File: config.mk
export PLATFORM = sky130hd
export DESIGN_NAME = rgb_to_gray_stream_flat
export DESIGN_NICKNAME = d
export VERILOG_FILES = /design/src/rtl/rgb_to_gray_stream_pkg.sv /design/src/rtl/rgb_to_gray_stream_if.sv /design/src/rtl/rgb_to_gray_stream_slice.sv /design/src/rtl/rgb_to_gray_stream.sv /design/src/flat_wrapper.sv
export SDC_FILE = /design/constraint.sdc
export NUM_CORES = 1
export LEC_CHECK = 0
export BUFFER_PORTS_ARGS = -buffer_cell sky130_fd_sc_hd__buf_4
export CORE_ASPECT_RATIO = 0.8
export CORE_MARGIN = 2
export CORE_UTILIZATION = 40
export DETAILED_ROUTE_END_ITERATION = 8
export GPL_TIMING_DRIVEN = 0
export SETUP_SLACK_MARGIN = 0.1
export SYNTH_ARGS = -nofsm -noshare
export SYNTH_HDL_FRONTEND = slang
export SYNTH_SLANG_ARGS = --single-unit
File: constraint.sdc
create_clock -name clk -period 3.2 [get_ports clk]
set_input_delay 0.32 -clock clk [delete_from_list [all_inputs] [get_ports clk]]
set_output_delay 0.32 -clock clk [all_outputs]
set_load 0.05 [all_outputs]
File: src/rtl/rgb_to_gray_stream_pkg.sv
// rgb_to_gray_stream_pkg
//   Shared definitions for the RGB-to-grayscale stream converter:
//   default coefficients (5/9/2 of 16), the saturation counter width and
//   the helper that gives the right-shift applied to the weighted sum.
package rgb_to_gray_stream_pkg;

  localparam int CR_DEFAULT = 5;
  localparam int CG_DEFAULT = 9;
  localparam int CB_DEFAULT = 2;

  localparam int SAT_CNT_W = 16;

  // The weighted sum carries CH_W+COEF_W fractional-scaled bits; dropping the
  // low bits lines it up with the gray output width.
  function automatic int gray_shift(input int ch_w, input int coef_w, input int out_w);
    return ch_w + coef_w - out_w;
  endfunction

endpackage

File: src/rtl/rgb_to_gray_stream_if.sv
// rgb_to_gray_stream_if
//   Pixel-in / gray-out stream bundle with valid/ready handshakes on both
//   sides and sof/eol frame tags.
//   master : upstream pixel source + downstream gray sink (drives s_*, m_ready)
//   slave  : the converter (drives s_ready, m_*)
interface rgb_to_gray_stream_if #(
  parameter int CH_W  = 4,
  parameter int OUT_W = 8
);

  logic             s_valid;
  logic             s_ready;
  logic [CH_W-1:0]  s_red;
  logic [CH_W-1:0]  s_green;
  logic [CH_W-1:0]  s_blue;
  logic             s_sof;
  logic             s_eol;

  logic             m_valid;
  logic             m_ready;
  logic [OUT_W-1:0] m_gray;
  logic             m_sof;
  logic             m_eol;

  modport master (
    output s_valid, s_red, s_green, s_blue, s_sof, s_eol, m_ready,
    input  s_ready, m_valid, m_gray, m_sof, m_eol
  );

  modport slave (
    input  s_valid, s_red, s_green, s_blue, s_sof, s_eol, m_ready,
    output s_ready, m_valid, m_gray, m_sof, m_eol
  );

endinterface

File: src/rtl/rgb_to_gray_stream_slice.sv
// gray_pipe_slice
//   Generic single-entry valid/ready register stage. Loads when empty or when
//   the downstream consumer takes the current word in the same cycle, so a
//   chain of slices runs at one word per clock without bubbles.
//   Ports:
//     clk, rst              clock, async active-high reset
//     in_valid/in_ready     upstream handshake, in_data payload
//     out_valid/out_ready   downstream handshake, out_data payload (registered)
module gray_pipe_slice #(
  parameter int WIDTH = 8
) (
  input  logic             clk,
  input  logic             rst,
  input  logic             in_valid,
  output logic             in_ready,
  input  logic [WIDTH-1:0] in_data,
  output logic             out_valid,
  input  logic             out_ready,
  output logic [WIDTH-1:0] out_data
);

  assign in_ready = !out_valid || out_ready;

  always_ff @(posedge clk or posedge rst) begin
    if (rst) begin
      out_valid <= 1'b0;
      out_data  <= '0;
    end else if (in_ready) begin
      out_valid <= in_valid;
      // Data only moves with a real word; holding it otherwise keeps the
      // output quiet when the stage drains.
      if (in_valid) begin
        out_data <= in_data;
      end
    end
  end

endmodule

File: src/rtl/rgb_to_gray_stream.sv
// rgb_to_gray_stream
//   Streaming RGB-to-grayscale converter: gray = (R*cr + G*cg + B*cb) >> shift,
//   saturated to all ones. Two register stages (products, then gray) with
//   valid/ready backpressure; sof/eol ride along with each pixel.
//   Coefficients are run-time programmable via a one-cycle cfg_load strobe.
//   Build option: define GRAY_THRESH_EN to add the thresh input and the
//   registered m_bin = (m_gray >= thresh) output.
//   Ports:
//     clk, rst                  clock, async active-high reset
//     bus (slave)               s_* pixel input stream, m_* gray output stream
//     cfg_load, cfg_cr/cg/cb    coefficient update strobe and values
//     sat_cnt                   count of saturated outputs transferred (wraps)
//     thresh, m_bin             threshold compare (GRAY_THRESH_EN only)
module rgb_to_gray_stream
  import rgb_to_gray_stream_pkg::*;
#(
  parameter int CH_W   = 4,
  parameter int COEF_W = 4,
  parameter int OUT_W  = 8,
  parameter int CR_RST = CR_DEFAULT,
  parameter int CG_RST = CG_DEFAULT,
  parameter int CB_RST = CB_DEFAULT
) (
  input  logic                 clk,
  input  logic                 rst,
  rgb_to_gray_stream_if.slave  bus,
  input  logic                 cfg_load,
  input  logic [COEF_W-1:0]    cfg_cr,
  input  logic [COEF_W-1:0]    cfg_cg,
  input  logic [COEF_W-1:0]    cfg_cb,
`ifdef GRAY_THRESH_EN
  input  logic [OUT_W-1:0]     thresh,
  output logic                 m_bin,
`endif
  output logic [SAT_CNT_W-1:0] sat_cnt
);

  localparam int PROD_W = CH_W + COEF_W;
  localparam int SUM_W  = PROD_W + 2;
  localparam int SHIFT  = gray_shift(CH_W, COEF_W, OUT_W);
  localparam logic [SUM_W-1:0] GRAY_MAX = SUM_W'((1 << OUT_W) - 1);

  localparam int S1_W = 3 * PROD_W + 2;
`ifdef GRAY_THRESH_EN
  localparam int S2_W = OUT_W + 4;
`else
  localparam int S2_W = OUT_W + 3;
`endif

  // ---------------------------------------------------------------------
  // Coefficient registers. A pixel accepted in the cfg_load cycle samples
  // the products before the edge, so it naturally sees the old values.
  // ---------------------------------------------------------------------
  logic [COEF_W-1:0] coef_r;
  logic [COEF_W-1:0] coef_g;
  logic [COEF_W-1:0] coef_b;

  always_ff @(posedge clk or posedge rst) begin
    if (rst) begin
      coef_r <= COEF_W'(CR_RST);
      coef_g <= COEF_W'(CG_RST);
      coef_b <= COEF_W'(CB_RST);
    end else if (cfg_load) begin
      coef_r <= cfg_cr;
      coef_g <= cfg_cg;
      coef_b <= cfg_cb;
    end
  end

  // ---------------------------------------------------------------------
  // Stage 1: per-channel products plus tags
  // ---------------------------------------------------------------------
  logic [PROD_W-1:0] pr_n;
  logic [PROD_W-1:0] pg_n;
  logic [PROD_W-1:0] pb_n;
  logic [S1_W-1:0]   s1_d;
  logic [S1_W-1:0]   s1_q;
  logic              v1;
  logic              rdy2;

  assign pr_n = PROD_W'(bus.s_red)   * PROD_W'(coef_r);
  assign pg_n = PROD_W'(bus.s_green) * PROD_W'(coef_g);
  assign pb_n = PROD_W'(bus.s_blue)  * PROD_W'(coef_b);
  assign s1_d = {pr_n, pg_n, pb_n, bus.s_sof, bus.s_eol};

  gray_pipe_slice #(.WIDTH(S1_W)) u_stage1 (
    .clk       (clk),
    .rst       (rst),
    .in_valid  (bus.s_valid),
    .in_ready  (bus.s_ready),
    .in_data   (s1_d),
    .out_valid (v1),
    .out_ready (rdy2),
    .out_data  (s1_q)
  );

  logic [PROD_W-1:0] pr_q;
  logic [PROD_W-1:0] pg_q;
  logic [PROD_W-1:0] pb_q;
  logic              sof1_q;
  logic              eol1_q;

  assign {pr_q, pg_q, pb_q, sof1_q, eol1_q} = s1_q;

  // ---------------------------------------------------------------------
  // Stage 2: sum, scale, saturate
  // ---------------------------------------------------------------------
  logic [SUM_W-1:0] sum_n;
  logic [SUM_W-1:0] scaled_n;
  logic             sat_n;
  logic [OUT_W-1:0] gray_n;
  logic [S2_W-1:0]  s2_d;
  logic [S2_W-1:0]  s2_q;

  assign sum_n    = SUM_W'(pr_q) + SUM_W'(pg_q) + SUM_W'(pb_q);
  assign scaled_n = sum_n >> SHIFT;
  assign sat_n    = (scaled_n > GRAY_MAX);
  assign gray_n   = sat_n ? {OUT_W{1'b1}} : scaled_n[OUT_W-1:0];

  logic [OUT_W-1:0] gray_q;
  logic             sat_q;
  logic             sof_q;
  logic             eol_q;

`ifdef GRAY_THRESH_EN
  logic bin_n;
  // Compare against the saturated value so m_bin always agrees with m_gray.
  assign bin_n = (gray_n >= thresh);
  assign s2_d  = {gray_n, sat_n, sof1_q, eol1_q, bin_n};
  assign {gray_q, sat_q, sof_q, eol_q, m_bin} = s2_q;
`else
  assign s2_d  = {gray_n, sat_n, sof1_q, eol1_q};
  assign {gray_q, sat_q, sof_q, eol_q} = s2_q;
`endif

  // The saturation flag travels with the pixel so the counter only moves
  // when that pixel actually leaves.
  gray_pipe_slice #(.WIDTH(S2_W)) u_stage2 (
    .clk       (clk),
    .rst       (rst),
    .in_valid  (v1),
    .in_ready  (rdy2),
    .in_data   (s2_d),
    .out_valid (bus.m_valid),
    .out_ready (bus.m_ready),
    .out_data  (s2_q)
  );

  assign bus.m_gray = gray_q;
  assign bus.m_sof  = sof_q;
  assign bus.m_eol  = eol_q;

  // ---------------------------------------------------------------------
  // Saturation counter, wraps naturally at full scale
  // ---------------------------------------------------------------------
  always_ff @(posedge clk or posedge rst) begin
    if (rst) begin
      sat_cnt <= '0;
    end else if (bus.m_valid && bus.m_ready && sat_q) begin
      sat_cnt <= sat_cnt + 1'b1;
    end
  end

endmodule

File: src/flat_wrapper.sv
// flat-port wrapper written by rule: the top's interface ports become plain ports
module rgb_to_gray_stream_flat import rgb_to_gray_stream_pkg::*;
#(
  parameter int CH_W   = 4,
  parameter int COEF_W = 4,
  parameter int OUT_W  = 8,
  parameter int CR_RST = CR_DEFAULT,
  parameter int CG_RST = CG_DEFAULT,
  parameter int CB_RST = CB_DEFAULT
)
  (clk, rst, cfg_load, cfg_cr, cfg_cg, cfg_cb, sat_cnt, bus_s_valid, bus_s_red, bus_s_green, bus_s_blue, bus_s_sof, bus_s_eol, bus_m_ready, bus_s_ready, bus_m_valid, bus_m_gray, bus_m_sof, bus_m_eol);
  rgb_to_gray_stream_if #(.CH_W(CH_W), .OUT_W(OUT_W)) bus_i ();
  input  logic clk;
  input  logic rst;
  input  logic cfg_load;
  input  logic [COEF_W-1:0] cfg_cr;
  input  logic [COEF_W-1:0] cfg_cg;
  input  logic [COEF_W-1:0] cfg_cb;
  output logic [SAT_CNT_W-1:0] sat_cnt;
  input wire logic [$bits(bus_i.s_valid)-1:0] bus_s_valid;
  input wire logic [$bits(bus_i.s_red)-1:0] bus_s_red;
  input wire logic [$bits(bus_i.s_green)-1:0] bus_s_green;
  input wire logic [$bits(bus_i.s_blue)-1:0] bus_s_blue;
  input wire logic [$bits(bus_i.s_sof)-1:0] bus_s_sof;
  input wire logic [$bits(bus_i.s_eol)-1:0] bus_s_eol;
  input wire logic [$bits(bus_i.m_ready)-1:0] bus_m_ready;
  output wire logic [$bits(bus_i.s_ready)-1:0] bus_s_ready;
  output wire logic [$bits(bus_i.m_valid)-1:0] bus_m_valid;
  output wire logic [$bits(bus_i.m_gray)-1:0] bus_m_gray;
  output wire logic [$bits(bus_i.m_sof)-1:0] bus_m_sof;
  output wire logic [$bits(bus_i.m_eol)-1:0] bus_m_eol;
  assign bus_i.s_valid = bus_s_valid;
  assign bus_i.s_red = bus_s_red;
  assign bus_i.s_green = bus_s_green;
  assign bus_i.s_blue = bus_s_blue;
  assign bus_i.s_sof = bus_s_sof;
  assign bus_i.s_eol = bus_s_eol;
  assign bus_i.m_ready = bus_m_ready;
  assign bus_s_ready = bus_i.s_ready;
  assign bus_m_valid = bus_i.m_valid;
  assign bus_m_gray = bus_i.m_gray;
  assign bus_m_sof = bus_i.m_sof;
  assign bus_m_eol = bus_i.m_eol;
  rgb_to_gray_stream #(.CH_W(CH_W), .COEF_W(COEF_W), .OUT_W(OUT_W), .CR_RST(CR_RST), .CG_RST(CG_RST), .CB_RST(CB_RST)) u_core (.clk(clk), .rst(rst), .bus(bus_i), .cfg_load(cfg_load), .cfg_cr(cfg_cr), .cfg_cg(cfg_cg), .cfg_cb(cfg_cb), .sat_cnt(sat_cnt));
endmodule
# == Word level (Yosys, flattened, before mapping) ==
# Cells that the tools add are included.
# word_totals
register_bits,67
wordCells,24
# classes
add_sub_neg,3
n_mul,3
n_lt_le_gt_ge,1
mux,1
n_reduce_logical,8
# ops
op,count
$mul A4 B4 Y8,3
$add A16 B1 Y16 const B,1
$add A10 B8 Y10,1
$gt A10 B8 Y1 const B,1
$add A8 B8 Y9,1
$mux W8,1
$reduce_and A2 Y1,2
$logic_and A1 B1 Y1,2
$logic_not A1 Y1,2
$logic_or A1 B1 Y1,2

# == Longest topological paths before layout ==
# Gate-level depths: netlist of the first run.
# depth
word_depth,4
mapped_depth,14
depth_no_buf,14

# == Modules after synthesis ==
# From an unflattened synthesis of the first run, not the netlist that was laid out.
# hier_totals
hier_cells,379
area_unflattened_um2,4534.3
# by_module_without_submodules
mod,instances,cells_each,area_each_um2
rgb_to_gray_stream,1,292,2915.3
gray_pipe_slice at u_core.u_stage1,1,59,1101.1
gray_pipe_slice at u_core.u_stage2,1,28,518.0

# == Worst setup path before layout of the first run ==
# OpenSTA, ideal clock, no wires.
# synth_timing
path_kind,reg2reg
start,reg u_core.coef_g[3]
end,reg u_core.u_stage1.out_data[16]
t_arrival_ps,2634
path_slack_ps,432
path_stages_with_launch,11
path_buffers,0
synth_period_minus_slack_ps,2768
path_cell_list,dfstp_2 > nand2_1 > fa_1 > fa_1 > inv_1 > fa_1 > a21oi_1 > nor2_1 > nor2_1 > xor2_1 > o21ai_0
# synth_via
elab_chain_cells,1
# synth_rtl
item,line_no,rtl
from (decl),rgb_to_gray_stream.sv:55,logic [COEF_W-1:0] coef_g;
from (signal assigned),rgb_to_gray_stream.sv:61,coef_g <= COEF_W'(CG_RST);
from (signal assigned),rgb_to_gray_stream.sv:65,coef_g <= cfg_cg;
$mul A4 B4 Y8,rgb_to_gray_stream.sv:82,assign pg_n = PROD_W'(bus.s_green) * PROD_W'(coef_g);
to (signal assigned),rgb_to_gray_stream_slice.sv:33,out_data <= in_data;
to (decl),rgb_to_gray_stream_slice.sv:19,output logic [WIDTH-1:0] out_data
# Every way passes these cells.
# A chain may end at the register's enable or synchronous reset.

# == Worst setup path after layout of the first run ==
# layout_timing
start,reg u_core.u_stage1.out_data[10]
end,reg u_core.u_stage2.out_data[9]
# layout_via
elab_chain_cells,4
# layout_rtl
item,line_no,rtl
$add A8 B8 Y9 *,rgb_to_gray_stream.sv:115,assign sum_n = SUM_W'(pr_q) + SUM_W'(pg_q) + SUM_W'(pb_q);
$add A10 B8 Y10 *,rgb_to_gray_stream.sv:115,
$gt A10 B8 Y1,rgb_to_gray_stream.sv:117,assign sat_n = (scaled_n > GRAY_MAX);
$mux W8 *,rgb_to_gray_stream.sv:118,assign gray_n = sat_n ? {OUT_W{1'b1}} : scaled_n[OUT_W-1:0];
to (signal assigned),rgb_to_gray_stream_slice.sv:33,
to (decl),rgb_to_gray_stream_slice.sv:19,
# Mark *: on every way between the ends. The rest lies on a longest branch, timed or not.

==> results of run 1 <==
[what timing repair did]
| item | CTS | global route |
|---|---|---|
| hold buffers | 0 | 0 |
| buffers inserted | 1 | 3 |
| pin swaps | 1 | 7 |
| endpoints found under the setup margin | 3 | 11 |
| cloned | 0 | 1 |
| gates resized for setup | 0 | 13 |
[layout by cell type, fill, tap and decap left out, drive strengths merged, types with 4 or more instances in the layout]
| cell | netlist | final |
|---|---|---|
| clkbuf | 3 | 13 |
| inv | 27 | 28 |
| mux2 | 24 | 24 |
| dfstp | 5 | 5 |
| xor2 | 10 | 10 |
| nor3 | 6 | 6 |
| o21bai | 4 | 4 |
| mux2i | 4 | 4 |
| o21ai | 24 | 24 |
| and3 | 4 | 4 |
| nand2b | 5 | 5 |
| xnor2 | 21 | 21 |
| nand2 | 54 | 54 |
| buf | 15 | 78 |
| nor3b | 8 | 8 |
| nand4 | 5 | 5 |
| a21o | 6 | 6 |
| dfrtp | 62 | 62 |
| and2 | 28 | 28 |
| fa | 14 | 14 |
| ha | 55 | 55 |
| nor2 | 22 | 22 |
| nand3 | 9 | 9 |
| a21oi | 17 | 17 |
[flip-flops by register name, indices dropped and copies added (netlist names)]
| signal | flops |
|---|---|
| u_core.coef_r | 4 |
| u_core.u_stage2.out_valid | 1 |
| u_core.u_stage2.out_data | 11 |
| u_core.u_stage1.out_valid | 1 |
| u_core.coef_b | 4 |
| u_core.sat_cnt | 16 |
| u_core.coef_g | 4 |
| u_core.u_stage1.out_data | 26 |
[metal layers]
layer	part of all wire, %	routed length (um)
met2	44	4200
met4	0.94	89
met1	50	4750
met3	4.3	409
met5	0	0
[path summary, 6_finish.rpt]
kind	startpoint	endpoint	slack, ns	cells past startpoint
setup / recovery	u_core.u_stage1.out_data[10]$_DFFE_PP0P_	u_core.u_stage2.out_data[9]$_DFFE_PP0P_	0.20	13
max in group asynchronous	rst	u_core.coef_g[1]$_DFFE_PP0P_	2.53	2
min in group clk	cfg_cg[3]	u_core.coef_g[3]$_DFFE_PP1P_	0.21	2
setup reg to reg	u_core.u_stage1.out_data[10]$_DFFE_PP0P_	u_core.u_stage2.out_data[9]$_DFFE_PP0P_	0.20	13
hold / removal	rst	u_core.sat_cnt[15]$_DFFE_PP0P_	0.15	2
hold reg to reg	u_core.u_stage1.out_data[0]$_DFFE_PP0P_	u_core.u_stage2.out_data[0]$_DFFE_PP0P_	0.47	2
[layout make-up]
class	count	area share, %
Tap cell	148	3.22
Timing Repair Buffer	63	8.25
Clock buffer	10	3.98
Buffer	18	1.89
Clock inverter	6	1.55
Inverter	27	1.81
Multi-Input combinational cell	353	50.0
Sequential cell	67	29.3
[worst max-delay path: stages (launching register included)]
cell and delay (ns):
dfrtp_1 0.38, ha_1 0.21, inv_1 0.08, fa_2 0.21
nor2b_1 0.05, o31a_2 0.37, o21a_1 0.19, nor2_2 0.09
xnor2_1 0.18, ha_2 0.36, buf_4 0.15, or3_1 0.36
a21oi_1 0.17, o22ai_1 0.08
[cell usage after synthesis (all sizes together), types with 2 or more instances]
cell     count
a211oi       2
a21o         6
a21oi       17
and2        28
and3         4
buf         15
clkbuf       3
dfrtp       62
dfstp        5
fa          14
ha          55
inv         27
mux2        24
mux2i        4
nand2       54
nand2b       5
nand3        9
nand4        5
nor2        22
nor3         6
nor3b        8
nor4         2
o2111ai      2
o211ai       3
o21a         3
o21ai       24
o21bai       4
o221ai       3
o22ai        3
or2          2
or4          3
xnor2       21
xor2        10
[power breakdown]
group / switching (W) / internal (W) / total [W]
logic: 0.00139 / 0.00108 / 0.00247
registers: 0.000146 / 0.00105 / 0.00119
clock network: 0.000381 / 0.000683 / 0.00106
[through the flow]
| stage | setup WS, ns | instance area [um^2] | hold slack, ns |
|---|---|---|---|
| 3_3_place_gp | 0.146 | 5340 | 0.443 |
| 4_1_cts | 0.100 | 5670 | 0.193 |
| 3_5_place_dp | 0.0709 | 5350 | 0.455 |
| 5_1_grt | 0.0692 | 5750 | 0.211 |
| 6_report | 0.198 | 5750 | 0.145 |
| 2_1_floorplan | 0.432 | 4720 | 0.428 |
[cell families (layout without fill, tap and decap cells)]
| family | Yosys count | after routing | synth area share (%) |
|---|---|---|---|
| flip-flops | 67 | 67 | 35.6 |
| XOR/XNOR | 31 | 31 | 5.75 |
| buffers and inverters | 45 | 124 | 4.45 |
| multiplexers | 28 | 28 | 6.57 |
| adder cells (fa/ha/maj) | 69 | 69 | 20.5 |
| AND/OR/NAND/NOR | 152 | 152 | 16.5 |
| AO/OA/AOI/OAI | 73 | 73 | 10.6 |
==> reports/qor_table.md, run 1 <==
| Step | Result | Value |
|:---|:---|:---|
| critical path | Kind of critical path | flop to flop |
| global route | Grt met3 use | 4.23% |
| routing | DRC violations left | 0 |
| synthesis | Number of cells produced by synthesis | 465 |
| placed design | Placed Instances | 671 |
| timing | Setup total negative slack | 0 ns |
| routing | First-pass detailed-route iteration total | 5 |
| synthesis | Synth unique cells | 55 |
| final layout | FILL cells | 1111 |
| routing | Post-DRT Antenna Nets | 0 |
| global route | Largest net degree at the start of global routing | 68 |
| routing | Detail-routed via count per cell | 5.04 |
| floorplanning | Standard cell core area | 11500 um^2 |
| final layout | Fin nets | 639 |
| timing | RSZ-0062 raised after global routing | false |
| clock tree | CTS tree | built |
| clock tree | Count of H-tree levels built during CTS | 3 |
| critical path | Element type at the critical path start | flop |
| timing | Number of failing hold endpoints at the final stage | 0 |
| routing | Routed wire length per instance | 13.7 um |
| final layout | Storage element area | 1680 um^2 |
| global route | Via count of the first global-routing pass | 3402 |
| placed design | Count of buffers inserted at the top-level ports | 58 |
| final layout | Area of the multi-input gates | 2870 um^2 |
| synthesis | Most used DFF post-synth | dfrtp_1 |
| synthesis | Proportion of synthesized flip-flops having asynchronous set or reset | 100% |
| run status | Run status | finished clean |
| global route | Grt peak-use layer | met2 |
| floorplanning | Number of primary I/O pins | 59 |
| final layout | Final standard cell utilization of the core | 49.9% |
| worst hold path | Worst min-delay path class | input pin to async pin |
| clock tree | Maximum count of clock buffers along a single path | 2 |
| synthesis | Synthesized area divided by synthesized cell count | 10.2 um^2 |
| clock tree | Clock latency at the later pin of the worst-skew pair | 0.34 ns |
| clock tree | Clock Sinks | 67 |
| timing | Relative slew slack | 46.2% |
| global route | Global route total overflow | 0 |
| power and ir drop | Total power | 0.00473 W |
| final layout | # diodes | 0 |
| floorplanning | Die outline width | 125 um |
| timing | Final count of negative-setup-slack endpoints | 0 |
| timing | Final count of pins violating max slew | 0 |
| routing | Final wirelength | 9.45 mm |
| placed design | GP Congestion | 0.782 |
| global route | GR met2 Demand/Resource | 24.5% |
| synthesis | Number of synthesized register bits | 67 |
| final layout | Area added between synthesis and finish | 21.7% |
| power and ir drop | Leakage power figure | 2.77 nW |
| clock tree | Clock buffers created by TritonCTS | 9 |
| power and ir drop | Power density relative to cell area | 823 nW/um^2 |
| global route | Overall routing resource usage | 15.7% |
| critical path | Data required time of the critical path | 3.42 ns |
| floorplanning | Initial Util | 41.0% |
| clock tree | Clock-pin slew of the registers on the worst-case setup and hold paths | 0.06 ns |
| power and ir drop | IR drop worst, VDD | 0.377 mV |
| timing | Actual slew at the worst max-slew pin | 0.807 ns |
| timing | Minimum clock period | 3.00 ns |
| global route | M1 GR Usage | 22.0% |
| critical path | Arrival time of data at the critical path endpoint | 3.22 ns |
| critical path | Largest fanout of any net on the critical path | 3 |
| synthesis | Area share of the largest cell type after synthesis | 32.9% |
| flow run | Maximum capacitance violations | 0 |
| final layout | Non-Filler Instances | 692 |
| synthesis | Mapped cell area | 4720 um^2 |
| critical path | CP endpoint kind | flop |
| clock tree | CTS root buffer | clkbuf_16 |
| floorplanning | Number of cell rows | 35 |
| placed design | HPWL after detailed placement | 7.20 mm |
| synthesis | Top cell type by total area after synthesis | dfrtp_1 |
| synthesis | Post-Synthesis Net Count | 565 |
| floorplanning | Floorplan die area | 12700 um^2 |
| global route | First-pass GRT wire length | 16.1 mm |
| routing | Detailed Route Iter0 Violations | 143 |
| synthesis | Number of synthesized flops with an enable pin | 0 |
| timing | Achievable clock frequency | 333 MHz |
| final layout | Fraction of layout cells with a size suffix above 1 | 25.7% |
| synthesis | Syn. warnings | 0 |
| floorplanning | DIE HEIGHT | 101 um |
| routing | Via count of the routed design | 3485 |
| synthesis | Sequential fraction of the synthesis area | 35.6% |
| global route | Number of antenna violations at the first check in global routing | 0 |
| timing | Worst Clk Skew | 0.00834 ns |
| synthesis | Dominant cells by area after synthesis | dfrtp_1 (33%), ha_1 (15%), fa_1 (5.9%), mux2_2 (5.7%), nand2_1 (4.3%) |
| timing | Period Utilization, post-route | 93.8% |
(Power assumes the default switching activity.)
==> run 2: changes to the inputs <==
Settings changed: ABC_AREA from default to 1.
==> run 2 against run 1 <==
  * Combinational power decreased by 2%
  * Routed wire length increased by 5.3%
  * Flip-flop and latch count unchanged
  * Synthesized cell count increased by 28%
  * Area after synthesis increased by 4.4%
  * First-iteration DRC count decreased by 0.70%
  * Core utilization decreased by 1.6 points
  * Critical path depth increased by 5
  * Final cell count increased by 19%
  * Maximum frequency increased by 5.1%
  * Critical endpoint is now u_core.u_stage2.out_data[10]$_DFFE_PP0P_
  * Largest cell class unchanged
  * Highest routed layer unchanged
==> reports/qor_table.md, run 2 <==
| Step | Result | Value | Delta |
|:---|:---|:---|:---|
| placed design | Standard cell area after detailed placement | 5560 um^2 | +4.0% |
| routing | DRC violations left | 0 | unchanged |
| routing | Detail-routed via count per cell | 4.77 | -5.4% |
| floorplanning | Standard cell core area | 12100 um^2 | +5.2% |
| critical path | Largest fanout of any net on the critical path | 5 | +2 |
| timing | Period Utilization, post-route | 89.3% | -4.5 points |
| floorplanning | Initial Util | 40.7% | -0.31 points |
| critical path | Kind of critical path | flop to flop |  |
| clock tree | Total of hold buffers inserted after clock tree synthesis | 0 | unchanged |
| clock tree | CTS tree | built |  |
| floorplanning | Die outline width | 128 um | +2.1% |
| critical path | Arrival time of data at the critical path endpoint | 3.08 ns | -0.14 ns |
| floorplanning | DIE HEIGHT | 103 um | +2.1% |
| timing | Actual slew at the worst max-slew pin | 0.833 ns | +0.0254 ns |
| critical path | CP endpoint kind | flop |  |
| synthesis | Top cell type by total area after synthesis | dfrtp_1 |  |
| synthesis | Mapped cell area | 4930 um^2 | +4.4% |
| timing | Final count of negative-setup-slack endpoints | 0 | unchanged |
| global route | First-pass GRT wire length | 17.2 mm | +6.5% |
| power and ir drop | Leakage power figure | 3.34 nW | +20% |
| final layout | Final standard cell utilization of the core | 48.3% | -1.6 points |
| clock tree | Clock Sinks | 67 | unchanged |
| placed design | HPWL after detailed placement | 7.76 mm | +7.9% |
| routing | Routed length on met2 | 4.37 mm | +3.9% |
| final layout | Leading cell types in the layout, fill and taps excluded | nand2_1 (178), inv_1 (91), buf_4 (66), dfrtp_1 (62), ha_1 (54) |  |
| global route | Global route total overflow | 0 | unchanged |
| power and ir drop | IR drop worst, VDD | 0.319 mV | -15% |
| synthesis | Synth unique cells | 36 | -35% |
| critical path | Setup crit start | u_core.u_stage1.out_data[10]$_DFFE_PP0P_ |  |
| timing | Final count of pins violating max slew | 0 | unchanged |
| final layout | Most common cell after layout, fill and taps aside | nand2_1 |  |
| final layout | # diodes | 0 | unchanged |
| floorplanning | Number of cell rows | 36 | +2.9% |
| final layout | Fraction of layout cells with a size suffix above 1 | 21.1% | -4.7 points |
| run status | Run status | finished clean |  |
| floorplanning | Floorplan die area | 13200 um^2 | +4.2% |
| synthesis | Number of synthesized register bits | 67 | unchanged |
| placed design | Count of buffers inserted at the top-level ports | 58 | unchanged |
| timing | Setup total negative slack | 0 ns | unchanged |
| power and ir drop | Power density relative to cell area | 777 nW/um^2 | -5.6% |
| synthesis | Post-Synthesis Net Count | 694 | +23% |
| clock tree | Buffer count from post-CTS setup fixing | 0 | -1 |
| final layout | Area of the multi-input gates | 2810 um^2 | -2.2% |
| timing | Minimum clock period | 2.86 ns | -0.145 ns |
| synthesis | Syn. warnings | 0 | unchanged |
| timing | Worst Clk Skew | 0.00946 ns | +0.00111 ns |
| critical path | Data required time of the critical path | 3.43 ns | about the same |
| clock tree | Clock latency at the later pin of the worst-skew pair | 0.33 ns | about the same |
| floorplanning | Number of primary I/O pins | 59 | unchanged |
| final layout | Storage element area | 1680 um^2 | unchanged |
| synthesis | Number of synthesized flops with an enable pin | 0 | unchanged |
| clock tree | CTS root buffer | clkbuf_16 |  |
| routing | Detailed Route Iter0 Violations | 142 | -0.70% |
| synthesis | Most frequently used cell type in the post-synthesis netlist | nand2_1 |  |
| placed design | GP Congestion | 0.805 | +2.8% |
| final layout | Area added between synthesis and finish | 18.8% |  |
| routing | Routed wire length per instance | 12.1 um | -11% |
| clock tree | Number of gates given a new drive strength after cts | 0 | unchanged |
| final layout | Non-Filler Instances | 821 | +19% |
| clock tree | Clock-pin slew of the registers on the worst-case setup and hold paths | 0.06 ns | about the same |
| final layout | Largest registers | u_core.u_stage1.out_data (26), u_core.sat_cnt (16), u_core.u_stage2.out_data (11) |  |
| clock tree | Maximum count of clock buffers along a single path | 2 | unchanged |
| final layout | Fin nets | 764 | +20% |
| synthesis | Number of cells produced by synthesis | 594 | +28% |
| timing | Number of failing hold endpoints at the final stage | 0 | unchanged |
| placed design | Placed Instances | 804 | +20% |
| synthesis | Proportion of synthesized flip-flops having asynchronous set or reset | 100% | unchanged |
| global route | Largest net degree at the start of global routing | 68 | unchanged |
| synthesis | Sequential fraction of the synthesis area | 34.1% | -1.5 points |
| synthesis | Synthesized area divided by synthesized cell count | 8.30 um^2 | -18% |
| global route | Via count of the first global-routing pass | 3757 | +10% |
| flow run | Maximum capacitance violations | 0 | unchanged |
| final layout | FILL cells | 1152 | +3.7% |
| synthesis | Area share of the largest cell type after synthesis | 31.5% | -1.4 points |
| critical path | Element type at the critical path start | flop |  |
| timing | RSZ-0062 raised after global routing | false |  |
| clock tree | Count of H-tree levels built during CTS | 3 | unchanged |
| global route | Number of antenna violations at the first check in global routing | 0 | unchanged |
| synthesis | Most used DFF post-synth | dfrtp_1 |  |
| synthesis | Most used standard cells in the synthesized netlist | nand2_1 (178), inv_1 (92), dfrtp_1 (62) |  |
| routing | Final wirelength | 9.96 mm | +5.3% |
| timing | Achievable clock frequency | 350 MHz | +5.1% |
| routing | Wire length on met1 | 5.01 mm | +5.4% |
| synthesis | Dominant cells by area after synthesis | dfrtp_1 (31%), ha_1 (14%), nand2_1 (14%), inv_1 (7.0%), fa_1 (5.7%) |  |
| final layout | Flip-flop count of the largest register, all copies and words added | 26 | unchanged |
| final layout | Top register by number of flip-flops | u_core.u_stage1.out_data |  |
| routing | Post-DRT Antenna Nets | 0 | unchanged |
| global route | Overall routing resource usage | 16.2% | +0.41 points |
| critical path | Origin of the critical flop-to-flop path | u_core.u_stage1.out_data[10]$_DFFE_PP0P_ |  |
| clock tree | Clock buffers created by TritonCTS | 9 | unchanged |
| timing | Relative slew slack | 44.5% | -1.7 points |
| worst hold path | Worst min-delay path class | input pin to async pin |  |
| routing | Max layer used | met4 |  |
| routing | Routed met3 length | 475 um | +16% |
| routing | First-pass detailed-route iteration total | 4 | -1 |
| routing | Via count of the routed design | 3913 | +12% |
| final layout | Cell area after layout | 5860 um^2 | +1.9% |
-- run 2: changes by cell type in the layout (fill, tap and decap cells not counted), sizes merged, moves of 12 or more --
cell and delta:
and2 -28, inv +67, mux2 -12, nand2 +131, nand3 +21
-- run 2: logic make-up after synthesis --
group	count (synthesis)	synth area share (%)
XOR/XNOR	34	6.35
adder cells (fa/ha/maj)	69	19.6
AND/OR/NAND/NOR	255	22.6
flip-flops	67	34.1
multiplexers	12	2.74
buffers and inverters	110	9.21
AO/OA/AOI/OAI	47	5.36
-- run 2: routing by layer --
| metal | global-route usage (%) | vias to the layer above |
|---|---|---|
| met5 | 0 | - |
| met4 | 4.14 | 0 |
| met3 | 3.70 | 12 |
| met2 | 26.0 | 80 |
| met1 | 22.2 | 1814 |
| li1 | - | 2007 |
-- run 2: worst paths after layout --
path                                                            end  slack (ns)  cells past startpoint
setup / recovery           u_core.u_stage2.out_data[10]$_DFFE_PP0P_        0.34                     18
hold / removal                        u_core.sat_cnt[8]$_DFFE_PP0P_        0.17                      2
hold reg to reg             u_core.u_stage2.out_data[1]$_DFFE_PP0P_        0.49                      2
min in group clk            u_core.u_stage1.out_data[1]$_DFFE_PP0P_        0.19                      3
setup reg to reg           u_core.u_stage2.out_data[10]$_DFFE_PP0P_        0.34                     18
max in group asynchronous  u_core.u_stage2.out_data[10]$_DFFE_PP0P_        2.50                      2
-- run 2: final cells by class --
cell class	instances	area share [%]
Tap cell	152	3.25
Multi-Input combinational cell	418	48.0
Clock buffer	11	4.14
Timing Repair Buffer	58	7.43
Clock inverter	5	0.662
Sequential cell	67	28.7
Inverter	97	6.37
Buffer	13	1.43
-- run 2: through the flow --
stage	total power (W)	setup slack [ns]	hold WS (ns)
after floorplan	0.00309	0.546	0.441
after global placement	0.00359	0.317	0.468
after detailed placement	0.00364	0.304	0.477
after CTS	0.00460	0.286	0.180
after global routing	0.00496	0.101	0.198
final	0.00455	0.342	0.169
-- run 2: worst max-delay path, cell delays in order (launching register included) --
cell and delay [ns]:
dfrtp_1 0.38, ha_1 0.18, inv_1 0.06, fa_1 0.39, inv_1 0.09, nand3_1 0.07, nand2_1 0.11, a31oi_1 0.10
xnor2_1 0.25, ha_1 0.29, a21o_1 0.20, nand2_1 0.06, nand2_1 0.05, nand2_1 0.08, nand2_2 0.10, nor2_4 0.14
nand3_1 0.10, nand2_1 0.07, inv_1 0.03
-- run 2: where the power goes --
group / internal (W) / switching (W) / leakage [nW]
registers: 0.00106 / 0.000154 / 0.829
logic: 0.000956 / 0.00145 / 2.38
clock network: 0.000548 / 0.000380 / 0.136
==> run 3: changes to the inputs <==
Settings changed: CELL_PAD_IN_SITES_DETAIL_PLACEMENT from default to 1, CELL_PAD_IN_SITES_GLOBAL_PLACEMENT from default to 1, PLACE_DENSITY_LB_ADDON from default to 0.1.
==> run 3 against run 2 <==
  * Flip-flop and latch count unchanged
  * Register-to-register slack worse by 0.06 ns
  * Total power up 3.6%
  * Highest routed layer unchanged
==> reports/qor_table.md, run 3 (synthesis results as in run 2) <==
| Step | Result | Value | Delta |
|:---|:---|:---|:---|
| routing | Post-DRT Antenna Nets | 0 | unchanged |
| placed design | Standard cell area after detailed placement | 5560 um^2 | unchanged |
| critical path | Register-to-Register Setup Slack | 0.29 ns | -0.06 ns |
| floorplanning | Number of primary I/O pins | 59 | unchanged |
| clock tree | Clock Sinks | 67 | unchanged |
| final layout | Flip-flop count of the largest register, all copies and words added | 26 | unchanged |
| final layout | # diodes | 0 | unchanged |
| clock tree | Clock-pin slew of the registers on the worst-case setup and hold paths | 0.06 ns | about the same |
| flow run | Maximum capacitance violations | 0 | unchanged |
| global route | First-pass GRT wire length | 18.6 mm | +8.5% |
| floorplanning | Die outline width | 128 um | unchanged |
| worst hold path | Worst min-delay path class | input pin to async pin |  |
| critical path | R2R cell count | 18 | unchanged |
| power and ir drop | Leakage power figure | 3.35 nW | +0.41% |
| critical path | Worst-path cell chain | ha_2 -> inv_1 -> fa_1 -> inv_1 -> nand3_1 -> nand2_2 -> a31oi_1 -> xnor2_1 -> ha_1 -> a21o_1 -> nand2_1 -> nand2_1 -> nand2_1 -> nand2_2 -> nor2_2 -> nand3_1 -> nand2_1 -> inv_1 |  |
| timing | Final count of negative-setup-slack endpoints | 0 | unchanged |
| clock tree | Clock buffers created by TritonCTS | 9 | unchanged |
| final layout | Storage element area | 1680 um^2 | unchanged |
| routing | Detail-routed via count per cell | 4.78 | +0.39% |
| final layout | Leading cell types in the layout, fill and taps excluded | nand2_1 (177), inv_1 (91), buf_4 (68), dfrtp_1 (62), ha_1 (53) |  |
| placed design | HPWL after detailed placement | 8.91 mm | +15% |
| critical path | Element type at the critical path start | flop |  |
| timing | Number of failing hold endpoints at the final stage | 0 | unchanged |
| clock tree | Maximum count of clock buffers along a single path | 2 | unchanged |
| routing | DRC violations left | 0 | unchanged |
| run status | Run status | finished clean |  |
| timing | Minimum clock period | 2.91 ns | +0.0554 ns |
| floorplanning | DIE HEIGHT | 103 um | unchanged |
| timing | Achievable clock frequency | 343 MHz | -1.9% |
| routing | Final wirelength | 11.2 mm | +13% |
| final layout | Most common cell after layout, fill and taps aside | nand2_1 |  |
| critical path | Largest fanout of any net on the critical path | 4 | -1 |
| routing | Detailed Route Iter0 Violations | 147 | +3.5% |
| global route | Number of antenna violations at the first check in global routing | 0 | unchanged |
| clock tree | CTS root buffer | clkbuf_16 |  |
| timing | Final setup slack of the worst path | 0.287 ns | -0.0554 ns |
| critical path | Kind of critical path | flop to flop |  |
| clock tree | Total of hold buffers inserted after clock tree synthesis | 0 | unchanged |
| floorplanning | Initial Util | 40.7% | unchanged |
| placed design | Setup WS pre-CTS | 0.232 ns | -0.0725 ns |
| placed design | Count of buffers inserted at the top-level ports | 58 | unchanged |
| power and ir drop | Power density relative to cell area | 799 nW/um^2 | +2.9% |
| timing | Period Utilization, post-route | 91.0% | +1.7 points |
| timing | Worst Clk Skew | 0.00939 ns | -0.0000626 ns |
| clock tree | CTS tree | built |  |
| final layout | FILL cells | 1459 | +27% |
| timing | Final count of pins violating max slew | 0 | unchanged |
| routing | Routed wire length per instance | 13.7 um | +13% |
| global route | Via count of the first global-routing pass | 3964 | +5.5% |
| global route | Global route total overflow | 0 | unchanged |
| routing | First-pass detailed-route iteration total | 4 | unchanged |
| critical path | Stage delay of the slowest cell on the critical path | 0.39 ns | about the same |
| critical path | Data required time of the critical path | 3.44 ns | about the same |
| final layout | Area added between synthesis and finish | 19.6% |  |
| placed design | GP Congestion | 0.802 | -0.30% |
| final layout | Largest registers | u_core.u_stage1.out_data (26), u_core.sat_cnt (16), u_core.u_stage2.out_data (11) |  |
| global route | Overall routing resource usage | 17.9% | +1.7 points |
| power and ir drop | IR drop worst, VDD | 0.290 mV | -9.1% |
| final layout | Fraction of layout cells with a size suffix above 1 | 21.9% | +0.83 points |
| clock tree | Clock latency at the later pin of the worst-skew pair | 0.34 ns | about the same |
| timing | Relative slew slack | 43.7% | -0.76 points |
| floorplanning | Standard cell core area | 12100 um^2 | unchanged |
| timing | Setup total negative slack | 0 ns | unchanged |
| critical path | CP bufs+invs | 3 | unchanged |
| final layout | Fin nets | 766 | +0.26% |
| clock tree | Count of H-tree levels built during CTS | 3 | unchanged |
| critical path | Depth of the critical timing path with buffers and inverters included | 18 | unchanged |
| floorplanning | Number of cell rows | 36 | unchanged |
| critical path | Master of the slowest instance on the critical path | fa_1 |  |
| final layout | Area of the multi-input gates | 2810 um^2 | +0.13% |
| final layout | Cell area after layout | 5900 um^2 | +0.66% |
| critical path | Family with the most delay on the worst path | adder cells |  |
| critical path | Arrival time of data at the critical path endpoint | 3.15 ns | +0.07 ns |
| final layout | Top register by number of flip-flops | u_core.u_stage1.out_data |  |
| timing | Actual slew at the worst max-slew pin | 0.844 ns | +0.0115 ns |
| floorplanning | Floorplan die area | 13200 um^2 | unchanged |
| timing | RSZ-0062 raised after global routing | false |  |
| routing | Via count of the routed design | 3938 | +0.64% |
| critical path | CP most frequent cell | nand2_1 |  |
| global route | Largest net degree at the start of global routing | 68 | unchanged |
| critical path | CP endpoint kind | flop |  |
-- run 3: area by class of cell --
| class | count | share of cell area (%) |
|---|---|---|
| clock buffer | 9 | 3.82 |
| inverter | 97 | 6.32 |
| sequential | 67 | 28.5 |
| tap | 152 | 3.23 |
| buffer | 13 | 1.42 |
| clock inverter | 7 | 1.29 |
| multi-input combinational | 418 | 47.7 |
| timing repair buffer | 60 | 7.64 |
-- run 3: worst paths after layout --
kind,start,endpoint
setup / recovery,u_core.u_stage1.out_data[10]$_DFFE_PP0P_,u_core.u_stage2.out_data[4]$_DFFE_PP0P_
hold / removal,rst,u_core.sat_cnt[12]$_DFFE_PP0P_
setup reg to reg,u_core.u_stage1.out_data[10]$_DFFE_PP0P_,u_core.u_stage2.out_data[4]$_DFFE_PP0P_
hold reg to reg,u_core.u_stage1.out_data[13]$_DFFE_PP0P_,u_core.u_stage1.out_data[13]$_DFFE_PP0P_
max in group asynchronous,rst,u_core.coef_b[3]$_DFFE_PP0P_
min in group clk,bus_s_sof,u_core.u_stage1.out_data[1]$_DFFE_PP0P_
-- run 3: stage by stage --
| stage | power (W) | std cells | utilization [%] | hold WS, ns |
|---|---|---|---|---|
| after floorplan | 0.00309 | 594 | - | 0.441 |
| after global placement | 0.00363 | 804 | 45.8 | 0.469 |
| after detailed placement | 0.00370 | 804 | 45.9 | 0.474 |
| after CTS | 0.00476 | 820 | 48.4 | 0.193 |
| after global routing | 0.00513 | 823 | 48.7 | 0.205 |
| final | 0.00471 | 823 | 48.7 | 0.155 |
-- run 3: layer usage --
metal	share of wire [%]	GRT usage [%]	vias to the layer above
met3	3.4	4.48	7
met2	47	30.2	58
met5	0	0	-
met4	0.79	3.55	0
li1	-	-	2001
met1	49	23.7	1872
-- run 3: power by group --
part	switching, W	total, W	internal [W]	leakage (nW)
logic	0.00152	0.00249	0.000968	2.38
registers	0.000159	0.00122	0.00106	0.829
clock network	0.000398	0.00101	0.000608	0.142
total	0.00208	0.00471	0.00263	3.35
-- run 3: what timing repair did --
action	in CTS	in global routing
buffers inserted	0	2
resized for setup	0	5
setup endpoints to repair	0	9
